[config.mk]
export PLATFORM = sky130hd
export DESIGN_NAME = bp_stream_host_router
export DESIGN_NICKNAME = d
export VERILOG_FILES = /design/src/rtl/bp_stream_host_pkg.sv /design/src/rtl/bp_stream_host_router_out.sv /design/src/rtl/bsg_arb_round_robin.sv /design/src/rtl/bsg_fifo_1r1w_small.sv /design/src/rtl/bp_stream_host_router.sv
export SDC_FILE = /design/constraint.sdc
export NUM_CORES = 1
export LEC_CHECK = 0
export ABC_AREA = 1
export BUFFER_PORTS_ARGS = -buffer_cell sky130_fd_sc_hd__buf_2
export CAP_MARGIN = 20
export CORE_ASPECT_RATIO = 0.75
export CORE_MARGIN = 2
export CORE_UTILIZATION = 44
export DETAILED_ROUTE_END_ITERATION = 10
export PLACE_DENSITY = 0.78
export SLEW_MARGIN = 20
export SYNTH_ARGS = -nofsm -noshare
export SYNTH_HDL_FRONTEND = slang
export SYNTH_SLANG_ARGS = --single-unit
[constraint.sdc]
create_clock -name clk_i -period 4.6 [get_ports clk_i]
set_clock_uncertainty 0.2 [all_clocks]
set_input_delay 0.69 -clock clk_i [delete_from_list [all_inputs] [get_ports clk_i]]
set_output_delay 0.69 -clock clk_i [all_outputs]
set_load 0.01 [all_outputs]
[src/rtl/bp_stream_host_pkg.sv]
// Shared definitions for the host stream router: default address map,
// inbound decode result and the status channel index.
package bp_stream_host_pkg;

    localparam int default_addr_width_lp = 32;
    localparam int default_num_ch_lp     = 4;

    localparam logic [default_num_ch_lp*default_addr_width_lp-1:0] default_ch_addr_lp =
        {32'h40, 32'h30, 32'h20, 32'h10};
    localparam logic [default_addr_width_lp-1:0] default_status_addr_lp = 32'h0;

    typedef enum logic [1:0] {
        e_dec_drop,
        e_dec_ch,
        e_dec_status
    } dec_e;

    // The status channel sits one past the last endpoint channel
    function automatic int status_ch_idx(input int num_ch);
        return num_ch;
    endfunction

endpackage

[src/rtl/bp_stream_host_router_out.sv]
// Outbound path: arbitrates endpoint returns and the status word into a
// single-entry output register, holding it while the host is not ready.
module bp_stream_host_router_out
    import bp_stream_host_pkg::*;
#(
    parameter int num_ch_p            = 4,
    parameter int stream_data_width_p = 32
) (
    input  logic                                clk_i,
    input  logic                                reset_i,
    input  logic [num_ch_p-1:0]                 ch_v_i,
    input  logic [num_ch_p*stream_data_width_p-1:0] ch_data_i,
    input  logic                                status_v_i,
    input  logic [stream_data_width_p-1:0]      status_data_i,
    input  logic                                stream_ready_i,
    output logic                                stream_v_o,
    output logic [stream_data_width_p-1:0]      stream_data_o,
    output logic [$clog2(num_ch_p+1)-1:0]       stream_ch_o,
    output logic [num_ch_p-1:0]                 ch_yumi_o,
    output logic                                status_yumi_o
);
    localparam int status_idx_lp = status_ch_idx(num_ch_p);
    localparam int ch_w_lp       = $clog2(num_ch_p+1);

    logic [num_ch_p:0]               reqs, grants;
    logic [ch_w_lp-1:0]              tag;
    logic                            load;
    logic [stream_data_width_p-1:0]  data_p0, data_p1;
    logic [ch_w_lp-1:0]              ch_p1;
    logic                            vld_p1;

    assign reqs = {status_v_i, ch_v_i};
    assign load = ~reset_i & (~vld_p1 | stream_ready_i) & (|reqs);

    bsg_arb_round_robin #(.width_p(num_ch_p+1)) arb (
        .clk_i    (clk_i),
        .reset_i  (reset_i),
        .reqs_i   (reqs),
        .grants_o (grants),
        .tag_o    (tag),
        .yumi_i   (load)
    );

    assign ch_yumi_o     = grants[num_ch_p-1:0] & {num_ch_p{load}};
    assign status_yumi_o = grants[status_idx_lp] & load;

    // Stage p0: select the winning word
    always_comb begin
        data_p0 = '0;
        for (int k = 0; k < num_ch_p; k++)
            if (grants[k]) data_p0 = ch_data_i[k*stream_data_width_p +: stream_data_width_p];
        if (grants[status_idx_lp]) data_p0 = status_data_i;
    end

    // Stage p1: output valid, cleared once the host takes the word
    always_ff @(posedge clk_i) begin
        if (reset_i)
            vld_p1 <= 1'b0;
        else if (load)
            vld_p1 <= 1'b1;
        else if (stream_ready_i)
            vld_p1 <= 1'b0;
    end

    // Payload changes only on a load, so it holds while the host stalls
    always_ff @(posedge clk_i) begin
        if (load) begin
            data_p1 <= data_p0;
            ch_p1   <= tag;
        end
    end

    assign stream_v_o    = vld_p1;
    assign stream_data_o = data_p1;
    assign stream_ch_o   = ch_p1;

endmodule

[src/rtl/bsg_arb_round_robin.sv]
// Round-robin arbiter; the search starts at the pointer, which moves one
// past the winner whenever the grant is taken.
module bsg_arb_round_robin #(
    parameter int width_p = 2
) (
    input  logic                       clk_i,
    input  logic                       reset_i,
    input  logic [width_p-1:0]         reqs_i,
    output logic [width_p-1:0]         grants_o,
    output logic [$clog2(width_p)-1:0] tag_o,
    input  logic                       yumi_i
);
    localparam int tag_w_lp = $clog2(width_p);

    logic [tag_w_lp-1:0] ptr, winner;
    int                  idx;

    // Scan from farthest to nearest so the nearest request from ptr wins
    always_comb begin
        grants_o = '0;
        winner   = ptr;
        idx      = 0;
        for (int i = width_p-1; i >= 0; i--) begin
            idx = int'(ptr) + i;
            if (idx >= width_p) idx = idx - width_p;
            if (reqs_i[tag_w_lp'(idx)]) begin
                grants_o                   = '0;
                grants_o[tag_w_lp'(idx)]   = 1'b1;
                winner                     = tag_w_lp'(idx);
            end
        end
    end

    assign tag_o = winner;

    // Advance the pointer one past the accepted winner
    always_ff @(posedge clk_i) begin
        if (reset_i)
            ptr <= '0;
        else if (yumi_i)
            ptr <= (winner == tag_w_lp'(width_p-1)) ? '0 : winner + tag_w_lp'(1);
    end

endmodule

[src/rtl/bsg_fifo_1r1w_small.sv]
// Small valid/ready FIFO; full blocks enqueue even if a dequeue is in flight.
module bsg_fifo_1r1w_small #(
    parameter int width_p = 32,
    parameter int els_p   = 2
) (
    input  logic               clk_i,
    input  logic               reset_i,
    input  logic               v_i,
    output logic               ready_o,
    input  logic [width_p-1:0] data_i,
    output logic               v_o,
    output logic [width_p-1:0] data_o,
    input  logic               yumi_i
);
    localparam int ptr_w_lp = $clog2(els_p);

    logic [width_p-1:0]  mem [els_p];
    logic [ptr_w_lp:0]   wptr, rptr;
    logic                enq, deq;

    assign ready_o = ~((wptr[ptr_w_lp] != rptr[ptr_w_lp])
                     && (wptr[ptr_w_lp-1:0] == rptr[ptr_w_lp-1:0]));
    assign v_o     = (wptr != rptr);
    assign data_o  = mem[rptr[ptr_w_lp-1:0]];
    assign enq     = v_i & ready_o;
    assign deq     = yumi_i & v_o;

    // Read/write pointers carry a wrap bit to tell full from empty
    always_ff @(posedge clk_i) begin
        if (reset_i) begin
            wptr <= '0;
            rptr <= '0;
        end else begin
            if (enq) wptr <= wptr + (ptr_w_lp+1)'(1);
            if (deq) rptr <= rptr + (ptr_w_lp+1)'(1);
        end
    end

    // Storage is not reset; the pointers define what is valid
    always_ff @(posedge clk_i) begin
        if (enq) mem[wptr[ptr_w_lp-1:0]] <= data_i;
    end

endmodule

[src/rtl/bp_stream_host_router.sv]
// Host-side stream router: decodes host writes into per-channel FIFOs,
// counts dropped writes, and merges endpoint returns onto one host stream.
module bp_stream_host_router
    import bp_stream_host_pkg::*;
#(
    parameter int stream_addr_width_p = default_addr_width_lp,
    parameter int stream_data_width_p = 32,
    parameter int num_ch_p            = default_num_ch_lp,
    parameter logic [num_ch_p*stream_addr_width_p-1:0] ch_addr_p = default_ch_addr_lp,
    parameter logic [stream_addr_width_p-1:0] status_addr_p = default_status_addr_lp,
    parameter int els_p               = 2,
    parameter int drop_cnt_width_p    = 16
) (
    input  logic                                    clk_i,
    input  logic                                    reset_i,
    input  logic                                    stream_v_i,
    input  logic [stream_addr_width_p-1:0]          stream_addr_i,
    input  logic [stream_data_width_p-1:0]          stream_data_i,
    output logic                                    stream_yumi_o,
    output logic                                    stream_v_o,
    output logic [stream_data_width_p-1:0]          stream_data_o,
    output logic [$clog2(num_ch_p+1)-1:0]           stream_ch_o,
    input  logic                                    stream_ready_i,
    output logic [num_ch_p-1:0]                     ch_v_o,
    output logic [num_ch_p*stream_data_width_p-1:0] ch_data_o,
    input  logic [num_ch_p-1:0]                     ch_ready_i,
    input  logic [num_ch_p-1:0]                     ch_v_i,
    input  logic [num_ch_p*stream_data_width_p-1:0] ch_data_i,
    output logic [num_ch_p-1:0]                     ch_yumi_o
);
    dec_e                        dec;
    logic [num_ch_p-1:0]         hit, fifo_ready;
    logic                        accept;
    logic                        status_pending;
    logic                        status_yumi;
    logic [drop_cnt_width_p-1:0] drop_cnt;

    function automatic logic [drop_cnt_width_p-1:0] sat_inc(
        input logic [drop_cnt_width_p-1:0] v);
        return (&v) ? v : v + drop_cnt_width_p'(1);
    endfunction

    // One-hot address decode; the lowest matching channel wins
    always_comb begin
        hit = '0;
        dec = e_dec_drop;
        for (int k = num_ch_p-1; k >= 0; k--) begin
            if (stream_addr_i == ch_addr_p[k*stream_addr_width_p +: stream_addr_width_p]) begin
                hit    = '0;
                hit[k] = 1'b1;
                dec    = e_dec_ch;
            end
        end
        if (dec == e_dec_drop && stream_addr_i == status_addr_p) dec = e_dec_status;
    end

    // Accept unless the addressed FIFO is full or a status read is outstanding
    always_comb begin
        case (dec)
            e_dec_ch:     accept = |(hit & fifo_ready);
            e_dec_status: accept = ~status_pending;
            default:      accept = 1'b1;
        endcase
    end

    assign stream_yumi_o = stream_v_i & ~reset_i & accept;

    for (genvar k = 0; k < num_ch_p; k++) begin : g_fifo
        bsg_fifo_1r1w_small #(.width_p(stream_data_width_p), .els_p(els_p)) fifo (
            .clk_i   (clk_i),
            .reset_i (reset_i),
            .v_i     (stream_v_i & ~reset_i & hit[k]),
            .ready_o (fifo_ready[k]),
            .data_i  (stream_data_i),
            .v_o     (ch_v_o[k]),
            .data_o  (ch_data_o[k*stream_data_width_p +: stream_data_width_p]),
            .yumi_i  (ch_v_o[k] & ch_ready_i[k])
        );
    end

    // Status request flag and saturating count of unmapped writes
    always_ff @(posedge clk_i) begin
        if (reset_i) begin
            status_pending <= 1'b0;
            drop_cnt       <= '0;
        end else begin
            if (status_yumi)
                status_pending <= 1'b0;
            else if (stream_yumi_o && dec == e_dec_status)
                status_pending <= 1'b1;
            if (stream_yumi_o && dec == e_dec_drop)
                drop_cnt <= sat_inc(drop_cnt);
        end
    end

    bp_stream_host_router_out #(
        .num_ch_p            (num_ch_p),
        .stream_data_width_p (stream_data_width_p)
    ) out (
        .clk_i          (clk_i),
        .reset_i        (reset_i),
        .ch_v_i         (ch_v_i),
        .ch_data_i      (ch_data_i),
        .status_v_i     (status_pending),
        .status_data_i  (stream_data_width_p'(drop_cnt)),
        .stream_ready_i (stream_ready_i),
        .stream_v_o     (stream_v_o),
        .stream_data_o  (stream_data_o),
        .stream_ch_o    (stream_ch_o),
        .ch_yumi_o      (ch_yumi_o),
        .status_yumi_o  (status_yumi)
    );

endmodule

==> impl_metrics.yaml <==
global_routing:
  grt_use_total: 0.226
  antenna_found_initial: 2
  grt_overflow: 0
  grt_max_degree: 35
  grt_pass1_wl_mm: 58.2
  grt_pass1_vias: 10086
yosys:
  syn_inst: 1122
  synth-seq-cells: 316
  ys_seq_area_frac: 0.654
  synth_cell_types: 41
  syn_nets: 1337
  yosys_warnings: 0
  synth_area_um2: 14100
  synth.avg_cell_area_um2: 12.6
timing:
  finalWorstSetupSlack_ps: 240
  finalMaxSlewViolations: 0
  post-route-period-util: 0.948
  worstMarginPinSlew_ps: 983
  fmax_mhz: 229
  setup_violations: 0
  fin_hold_ws_ps: 187
  hold_violations: 0
  fin_tns_setup_ps: 0
  period_minus_slack_ps: 4360
  slew_headroom: 0.344
flow_run:
  cap_violations: 0
route:
  num_vias: 10175
  firstDrtPassIters: 5
  drtAntennaViolNets: 0
  wl_per_cell_um: 20.2
  viasPerCell: 5.24
  drc: 0
  routed_wl_mm: 39.1
  drt_iter0_markers: 737
power_and_ir_drop:
  total_leakage_power_nw: 7.05
  vdd_drop_max_mv: 0.345
  p_per_area_nw_per_um2: 522
  p_total_mw: 9.12
setup_path:
  cp.required_ps: 3710
  setup.worst_path.class: "reg2out"
  rr_startpoint: "out.arb.ptr[1]"
  path_max_fanout: 10
  worstPathArrival_ps: 3470
  end_kind: "output port"
  critPathLaunchType: "register"
  r2r_end: "out.stream_data_o[2]"
  r2r_slack_ps: 800
  rr_worst_depth: 17
placed_design:
  dp_cells: 1874
  dp_hpwl_mm: 27.1
  dp_slack_ps: 657
  place_congestion: 1.01
  port_buffers: 376
clock_tree:
  cts_made_buffers: 30
  clockRootBuffer: "clkbuf_16"
  htreeDepth: 1
  cts_buffer_depth: 3
  clk_latency_ps: 570
  clkTransAtPathRegs_ps: 60
  cts.sinks: 316
  cts_tree: "built"
hold_path:
  hp-class: "in2reg"
  worstHoldEndpoint: "g_fifo[3].fifo.mem[1][18]"
  hold_depth: 1
  hold_start: "stream_data_i[18]"
floorplanning:
  start_util: 0.449
  core_um2: 31500
  placementRows: 56
  fp.dieW_um: 211
  die_area_um2: 33600
  io_pins: 377
  die-height_um: 159
status:
  status: "finished, final reports clean"
cells_and_area:
  fill_cells: 2600
  nets: 1723
  layout-drive-gt1-share: 0.427
  instances_no_fill: 1940
  layout-area-overhead-vs-synth_pct: 23.8
==> worst max path at each step <==
| stage | start | to |
|---|---|---|
| final | out.arb.ptr[1] | ch_yumi_o[2] |
| after global routing | out.arb.ptr[1] | ch_yumi_o[2] |
| after CTS | out.arb.ptr[1] | ch_yumi_o[2] |
| after detailed placement | out.arb.ptr[1] | ch_yumi_o[2] |
| after global placement | out.arb.ptr[0] | ch_yumi_o[2] |
| after floorplan | stream_addr_i[23] | g_fifo[0].fifo.mem[1][0] |
==> Yosys cell counts, drive strengths merged <==
cell type	number	area, µm²
nand2	215	902
nor2	54	229
mux2	128	1440
buf	34	230
a21oi	101	509
o21ai	26	149
edfxtp	291	8740
xnor2	1	8.76
nand3	82	531
nor4	5	31.3
nand4	10	62.6
inv	100	378
ha	10	125
or2	3	18.8
nor3	5	25.0
xor2	8	70.1
o211ai	4	35.0
nor3b	2	15.0
fa	1	20.0
o21a	4	30.0
a221oi	1	8.76
clkbuf	8	30.0
nand3b	4	30.0
dfxtp	25	500
==> cells in the final DEF, fill, tap and decap left out, types with 2 or more instances in the layout <==
cell type | Yosys | layout
a21oi_1 | 100 | 99
a21oi_2 | 1 | 2
buf_2 | 4 | 376
buf_4 | 10 | 19
bufinv_16 | 0 | 3
clkbuf_1 | 8 | 3
clkbuf_16 | 0 | 30
clkinv_1 | 0 | 11
clkinv_2 | 0 | 4
clkinvlp_4 | 0 | 3
dfxtp_1 | 25 | 20
dfxtp_2 | 0 | 4
diode_2 | 0 | 3
edfxtp_1 | 291 | 291
ha_1 | 10 | 10
inv_1 | 90 | 88
inv_2 | 9 | 9
mux2_2 | 128 | 128
nand2_1 | 187 | 186
nand2_2 | 23 | 24
nand2_4 | 5 | 5
nand3_1 | 61 | 61
nand3_2 | 19 | 18
nand3_4 | 2 | 3
nand3b_1 | 4 | 4
nand4_1 | 10 | 10
nor2_1 | 51 | 41
nor2_2 | 1 | 3
nor2_4 | 1 | 9
nor3_1 | 5 | 5
nor3b_1 | 2 | 2
nor4_1 | 5 | 5
o211ai_1 | 3 | 3
o21a_1 | 4 | 4
o21ai_0 | 18 | 16
o21ai_1 | 5 | 7
o21ai_2 | 2 | 2
or2_2 | 3 | 3
xor2_1 | 8 | 8
==> sequential cells by signal (all words and copies together), names as in the netlist, named ones only <==
register / cells
g_fifo.fifo.mem: 256
g_fifo.fifo.rptr: 8
g_fifo.fifo.wptr: 8
out.arb.ptr: 3
out.stream_ch_o: 3
out.stream_data_o: 32
out.stream_v_o: 1
status_pending: 1
==> worst max-delay path, stage by stage, from the launching register on <==
cell        delay [ps]
dfxtp_4            420
clkinvlp_4         190
ha_1               260
ha_1               360
nand2_2            120
nand2_1             90
nand2_1             80
nand2_1            130
nor2_2             160
nand3_2            150
nand3_4            160
nand2_1             70
nand2_1             70
nand2_1             50
nand2_1             70
nand2_1             60
nand2_1             70
nand2_2             70
a21oi_1            170
buf_2              170
==> metal layers <==
| metal | GRT usage | vias to the layer above | wire (µm) |
|---|---|---|---|
| li1 | - | 4743 | - |
| met1 | 0.282 | 4895 | 15900 |
| met2 | 0.384 | 466 | 18800 |
| met3 | 0.0456 | 71 | 2840 |
| met4 | 0.0919 | 0 | 1590 |
| met5 | 0 | - | 0 |
==> per-stage QoR <==
step / instance area (µm²) / utilization
2_1_floorplan: 14100 / -
3_3_place_gp: 16400 / 0.522
3_5_place_dp: 16400 / 0.522
4_1_cts: 17400 / 0.553
5_1_grt: 17500 / 0.556
6_report: 17500 / 0.556
==> layout make-up <==
class                   instances  area, µm²  area share
multi-input cells             664       4320       0.247
inverters                     100        385      0.0220
clock inverters                22        206      0.0118
flip-flops and latches        316       9250       0.529
clock buffers                  33        762      0.0436
repair buffers                396       2040       0.117
well taps                     406        508      0.0291
diodes                          3       7.51    0.000429
==> where the power goes <==
| group | total (mW) | internal (mW) | switching, mW |
|---|---|---|---|
| Clock | 2.42 | 1.36 | 1.05 |
| Combinational | 3.16 | 1.01 | 2.15 |
| Sequential | 3.55 | 3.45 | 0.0924 |
==> logic make-up (layout without fill, tap and decap cells) <==
| logic type | Yosys count | count (layout) | share of synthesized area |
|---|---|---|---|
| AO/OA/AOI/OAI | 136 | 136 | 0.0518 |
| XOR/XNOR | 9 | 9 | 0.00558 |
| flip-flops | 316 | 316 | 0.654 |
| other | 0 | 3 | 0 |
| adder cells (fa/ha/maj) | 11 | 11 | 0.0103 |
| multiplexers | 128 | 128 | 0.102 |
| buffers and inverters | 142 | 551 | 0.0452 |
| AND/OR/NAND/NOR | 380 | 380 | 0.131 |
==> repair_timing <==
| action | CTS | global route |
|---|---|---|
| hold buffers | 0 | 0 |
| setup endpoints to repair | 0 | 4 |
| buffers inserted | 0 | 8 |
| gates resized for setup | 0 | 11 |
| hold endpoints to repair | 0 | 0 |
Note: power is estimated with default switching activity, not from simulation.
